===== src/rtl/wb_boot_fetch.sv =====
// rtl/wb_boot_fetch.sv - Wishbone read master fetching boot words into PRAM
// One fetch per start_in, with timeout, bounded retries and a sticky error.
module wb_boot_fetch #(
    parameter int                DATA_WL   = 16,
    parameter int                ADR_WL    = 12,
    parameter logic [ADR_WL-1:0] BASE_ADR  = '0,
    parameter int                TMO_CYC   = 15,
    parameter int                RETRY_MAX = 2
) (
    input  logic               clk,
    input  logic               a_reset_l,
    input  logic               start_in,
    input  logic [ADR_WL-1:0]  adr_in,
    input  logic               abort_in,
    input  logic [DATA_WL-1:0] wb_dat_i,
    input  logic               wb_ack_i,
    input  logic               wb_err_i,
    output logic [ADR_WL-1:0]  wb_adr_o,
    output logic               wb_cyc_o,
    output logic               wb_stb_o,
    output logic               wb_we_o,
    output logic [DATA_WL-1:0] data_out,
    output logic               ack_out,
    output logic               err_out
);

    typedef enum logic [1:0] {
        S_IDLE,
        S_REQ,
        S_HOLD,
        S_ERR
    } state_t;

    // The waiting cycle that would bring the count to TMO_CYC ends the attempt,
    // so each attempt keeps cyc/stb high for exactly TMO_CYC cycles.
    localparam logic [3:0] TMO_LAST  = 4'(TMO_CYC - 1);
    localparam logic [1:0] RETRY_LIM = 2'(RETRY_MAX);

    state_t              r_state;
    logic [3:0]          r_tmo_cnt;
    logic [1:0]          r_retry;
    logic [ADR_WL-1:0]   r_adr;
    logic [DATA_WL-1:0]  r_data;
    logic                r_cyc;
    logic                r_ack;
    logic                r_err;

    logic                w_fail;

    assign w_fail = wb_err_i || (r_tmo_cnt == TMO_LAST);

    always_ff @(posedge clk or negedge a_reset_l) begin
        if (!a_reset_l) begin
            r_state   <= S_IDLE;
            r_tmo_cnt <= '0;
            r_retry   <= '0;
            r_adr     <= '0;
            r_data    <= '0;
            r_cyc     <= 1'b0;
            r_ack     <= 1'b0;
            r_err     <= 1'b0;
        end else if (abort_in) begin
            r_state   <= S_IDLE;
            r_tmo_cnt <= '0;
            r_retry   <= '0;
            r_cyc     <= 1'b0;
            r_ack     <= 1'b0;
            r_err     <= 1'b0;
        end else begin
            case (r_state)
                S_IDLE, S_HOLD: begin
                    if (start_in) begin
                        r_adr     <= BASE_ADR + adr_in;
                        r_cyc     <= 1'b1;
                        r_ack     <= 1'b0;
                        r_tmo_cnt <= '0;
                        r_retry   <= '0;
                        r_state   <= S_REQ;
                    end
                end
                S_REQ: begin
                    // cyc low inside REQ is the one-cycle gap before a re-issue
                    if (!r_cyc) begin
                        r_cyc <= 1'b1;
                    end else if (wb_ack_i) begin
                        r_data  <= wb_dat_i;
                        r_cyc   <= 1'b0;
                        r_ack   <= 1'b1;
                        r_state <= S_HOLD;
                    end else if (w_fail) begin
                        r_cyc     <= 1'b0;
                        r_tmo_cnt <= '0;
                        if (r_retry < RETRY_LIM) begin
                            r_retry <= r_retry + 2'd1;
                        end else begin
                            r_err   <= 1'b1;
                            r_state <= S_ERR;
                        end
                    end else if (r_tmo_cnt != 4'hF) begin
                        r_tmo_cnt <= r_tmo_cnt + 4'd1;
                    end
                end
                S_ERR: begin
                    r_cyc <= 1'b0;
                    r_ack <= 1'b0;
                    r_err <= 1'b1;
                end
                default: begin
                    r_state <= S_IDLE;
                    r_cyc   <= 1'b0;
                end
            endcase
        end
    end

    assign wb_adr_o = r_adr;
    assign wb_cyc_o = r_cyc;
    assign wb_stb_o = r_cyc;
    assign wb_we_o  = 1'b0;
    assign data_out = r_data;
    assign ack_out  = r_ack;
    assign err_out  = r_err;

endmodule


===== config.mk =====
export PLATFORM = sky130hd
export DESIGN_NAME = wb_boot_fetch
export DESIGN_NICKNAME = d
export VERILOG_FILES = /design/src/rtl/wb_boot_fetch.sv
export SDC_FILE = /design/constraint.sdc
export NUM_CORES = 1
export LEC_CHECK = 0
export BUFFER_PORTS_ARGS = -buffer_cell sky130_fd_sc_hd__buf_2
export CAP_MARGIN = 20
export CELL_PAD_IN_SITES_DETAIL_PLACEMENT = 1
export CELL_PAD_IN_SITES_GLOBAL_PLACEMENT = 2
export CORE_UTILIZATION = 32
export DETAILED_ROUTE_END_ITERATION = 6
export GPL_TIMING_DRIVEN = 1
export HOLD_SLACK_MARGIN = 0.06
export PLACE_DENSITY = 0.85
export SYNTH_ARGS = -nofsm -noshare
export SYNTH_HDL_FRONTEND = slang
export SYNTH_SLANG_ARGS = --single-unit

===== constraint.sdc =====
create_clock -name clk -period 2.29 [get_ports clk]
set_input_delay 0.229 -clock clk [delete_from_list [all_inputs] [get_ports clk]]
set_output_delay 0.229 -clock clk [all_outputs]
set_load 0.05 [all_outputs]

* After elaboration in Yosys (flattened, before gate mapping)
Index checks and enable logic that the tools add are counted.
** Word-level totals
- Bits of input ports :: 34
- Word-level logic and storage cells :: 77
- Output and inout port bits :: 33
- Register bits :: 39
** Cells by class
- Multiplexer cells :: 38
- Equality and inequality tests :: 15
- Add/sub/neg operators :: 2
- Reductions and logical operators :: 12
- Magnitude comparators :: 1
- Bitwise logic cells :: 1
** Operator list (number)
- $mux 2 :: 12
- $mux 4 :: 6
- $ne 3x3->1 const B :: 7
- $ne 4x4->1 const B :: 4
- $reduce_and 5->1 :: 3
- $mux 1 :: 14
- $pmux 2 s2 :: 2
- $pmux 4 s2 :: 1
- $pmux 1 s3 :: 2
- $reduce_and 3->1 :: 2
- $reduce_and 6->1 :: 1
- $reduce_bool 3->1 :: 2
- $add 4x1->4 const B :: 1
- $eq 2x2->1 const B :: 2
- $eq 4x4->1 const B :: 1
- $reduce_and 4->1 :: 1
- $add 2x1->2 const B :: 1
- $eq 2x1->1 const B :: 1
- $logic_not 2->1 :: 1
- $lt 2x2->1 const B :: 1
- $pmux 1 s2 :: 1
- $reduce_or 2->1 :: 1
- $logic_or 1x1->1 :: 1
- $not 1->1 :: 1

* Longest topological paths before layout
- Depth after elaboration :: 7
- Depth in mapped cells :: 6

* Worst setup path before layout
OpenSTA, ideal clock, no wires.
- Path kind :: register -> register
- Start point :: register r_cyc (netlist: wb_cyc_o)
- End point :: register r_data[10] (netlist: data_out[10])
- Data required time :: 2.165 ns
- Setup time :: 0.125 ns
- Arrival :: 1.786 ns
- Slack :: 0.379 ns
- Buffers on the path :: 1
- Cell stages (with the launch flop) :: 5
- Clock period less this slack :: 1.911 ns
- Cells stage by stage :: dfrtp_1 nand3b_4 nor3b_4 buf_6 mux2_2
** Between the ends
- Word-level cells in the longest chain between the ends :: 1
** Ends and longest elaborated chain
- from (decl) :: line 44 : logic r_cyc;
- from (signal assigned) :: line 59 : r_cyc <= 1'b0;
- from (signal assigned) :: line 66 : r_cyc <= 1'b0;
- from (signal assigned) :: line 74 : r_cyc <= 1'b1;
- $reduce_and 4->1 (no line)
- to (signal assigned) :: line 86 : r_data <= wb_dat_i;
- to (decl) :: line 43 : logic [DATA_WL-1:0] r_data;
Every way passes these cells.
A chain may end at the register's enable or synchronous reset.

* Final worst setup path
- Start point :: register r_tmo_cnt[0]
- End point :: register r_tmo_cnt[1]
** Between the ends
- Word-level cells in the longest chain between the ends :: 7
** Ends and longest elaborated chain
- from (decl) :: line 40 : logic [3:0] r_tmo_cnt;
- from (signal assigned) :: line 100 : r_tmo_cnt <= r_tmo_cnt + 4'd1;
- $add 4x1->4 or $eq 4x4->1 (tied branches) :: line 100, 50
- $mux 4 or $logic_or 1x1->1 (tied branches) :: line 99, 50
- $mux 4 :: line 90 : end else if (w_fail) begin
- $mux 4 :: line 85 : end else if (wb_ack_i) begin
- $mux 4 :: line 83 : if (!r_cyc) begin
- $pmux 4 s2 :: line 70 : case (r_state)
- $mux 4 :: line 62 : end else if (abort_in) begin
Several ways; a longest one is shown, not always the timed one. The select of a mux whose other input is x is not followed.

==> run metrics <==
status finished clean; Initial DRT Pass Iterations 4; Worst-Skew Late Latency 0.29 ns; Async SR Flop Fraction 1.00; hold_buf cts 0; die area roughly 5600 sq um; Yosys top cell by area dfrtp_1; Antenna Nets Post-Route 0; Ports 67; fraction of layout cells with a size suffix above 1 0.520; YS warnings 0; Slew headroom 0.416; CTS tree built; crit path capture r_tmo_cnt[1]; type of origin of the critical path flop; crit-path max FO 7; Post-synth EDFFs 0; sequential-to-total area share from yosys stat 0.570; number of global-route vias before repair between 1k and 1.5k; Worst EP required about 2.5 ns; Fin Clk Skew between 0.01 and 0.015 ns; GP Congestion roughly 0.73; core area between 5000 and 6000 sq um; drt wl/cell 13.8 um; worst r2r src r_tmo_cnt[0]; WS Path Type flop to flop; pin count of the biggest net entering global routing 40; drt first-iter violations 78; FMAX a little under 600 MHz; GR Overflow Total 0; Num CTS Buffers 5; postcts setup bufs 0; Worst Max-Slew Pin Slew 0.875 ns; Mapped Area 1710 sq um; Worst VDD drop 0.000457 V; Post-DP HPWL ~2700 um; Clock Tree Root clkbuf_8; ys flop type dfrtp_1; Via Count 1,288; antenna violations before repair 0; DIE HEIGHT 75.1 um; PortBufs 65; CTS H-Tree Depth 2; routed wire length 3760 um; Placement Rows 26; setup_tns 0 ns; aggregate global-route resource usage 0.140; Final min period 1.70 ns; Syn Inst Count 134; Final Util 0.427; final number of max-transition violations 0; # diodes 0; Longest Clk Path Bufs 2; Clock Pin Slew Worst Setup and Hold Paths around 0.08 ns; crit path launch r_tmo_cnt[0]; number of distinct library cells after synthesis 31; pre-CTS setup slack 0.563 ns; worst r2r path cells 6; power density over the cells roughly 1100 nW/um^2; Final Hold Fails 0; Via-to-Cell Ratio 4.74; Reg-to-Reg End r_tmo_cnt[1]; Maximum Capacitance Violations 0; Yosys reg bits 39; Tcrit/Tclk final 0.744; commonest non-fill, non-tap cell in the layout buf_2; synth top area cells dfrtp_1, mux2_2, a21oi_1; area delta synth->final 28.4%; most frequent cells in the layout buf_2, dfrtp_1, mux2_2; Worst Setup End Kind flop; static leakage 1.05 nW; Final #Nets ~240; CTS resizes 0; Worst R2R Setup Slack 0.59 ns; DRC Markers 0; Avg Cell Area, Syn 12.8 sq um; Mapped Nets 170; # setup viols final 0; first-pass GRT wire length 5930 um; effective utilization at floorplan 0.333; Synth top area share 0.570; RSZ-0062 raised after global routing no; Clock Sinks 39; CP Data Arrival Time around 1.9 ns; worst hold-check path type input port to asynchronous set/reset pin; final critical-path setup slack 0.586 ns; Die W 75.1 um
cell usage after synthesis (all sizes together) (2+ instances only):
cell type / n
dfrtp: 39
mux2: 28
a21oi: 7
o21ai: 6
buf: 5
inv: 5
nand3: 5
nand2: 4
nand2b: 4
nor2: 4
a31oi: 3
a41oi: 2
and2: 2
clkbuf: 2
ha: 2
nor3b: 2
o21a: 2
o31ai: 2
worst min path at each step:
stage          depth (start not counted)  slack (ns)     endpoint       from
2_1_floorplan                          0       -0.07      ack_out  a_reset_l
3_3_place_gp                           1        0.41      ack_out  a_reset_l
3_5_place_dp                           1        0.41  data_out[2]  a_reset_l
4_1_cts                                1        0.09      ack_out  a_reset_l
5_1_grt                                1        0.12      ack_out  a_reset_l
6_report                               1        0.05  data_out[2]  a_reset_l
flip-flops by register name (all words and copies together), names as in the netlist:
register,count
data_out,16
ack_out,1
err_out,1
wb_cyc_o,1
r_retry,2
r_tmo_cnt,4
wb_adr_o,12
r_state,2
cells by family (layout without fill, tap and decap cells):
logic type,after synthesis,in the layout,share of synthesized area
buffers and inverters,12,80,0.0380
adders and majority gates,2,2,0.0146
other,1,1,0.00219
DFF,39,39,0.570
AOI/OAI and AO/OA,24,24,0.0848
muxes,29,29,0.190
and+or+nand+nor,27,27,0.100
power breakdown:
group          leakage, nW  internal (W)  switching, W  total, W
logic                0.517      0.000243      0.000672  0.000915
registers            0.485      0.000834     0.0000777  0.000912
clock network       0.0505      0.000274      0.000246  0.000521
total                 1.05       0.00135      0.000996   0.00235
stage by stage:
stage               total power [W]  cell area [sq um]  instances  hold slack, ns
global route                0.00247               2200        272           0.123
floorplan                   0.00162               1710        134         -0.0666
global placement            0.00183               2090        264           0.409
detailed placement          0.00185               2090        264           0.412
CTS                         0.00238               2200        272          0.0869
finish                      0.00235               2200        272          0.0474
metal layers:
metal	wire, um	GRT usage
met3	229	0.0335
met2	1880	0.233
met5	0	0
met1	1630	0.178
met4	32	0.0494
final cells by class:
cell class / count / area [sq um]
fillers: 597 / 2940
flip-flops and latches: 39 / 976
multi-input cells: 83 / 671
repair buffers: 67 / 340
clock buffers: 7 / 96.3
well taps: 70 / 87.6
inverters: 5 / 18.8
clock inverters: 1 / 7.51
critical path, stage by stage (launching register included):
cell and delay (ns):
dfrtp_1 0.39, inv_1 0.09, ha_1 0.19, a31oi_1 0.43, and2_1 0.24, nand3_1 0.11, o22ai_1 0.16
Note: power is estimated with default switching activity, not from simulation.
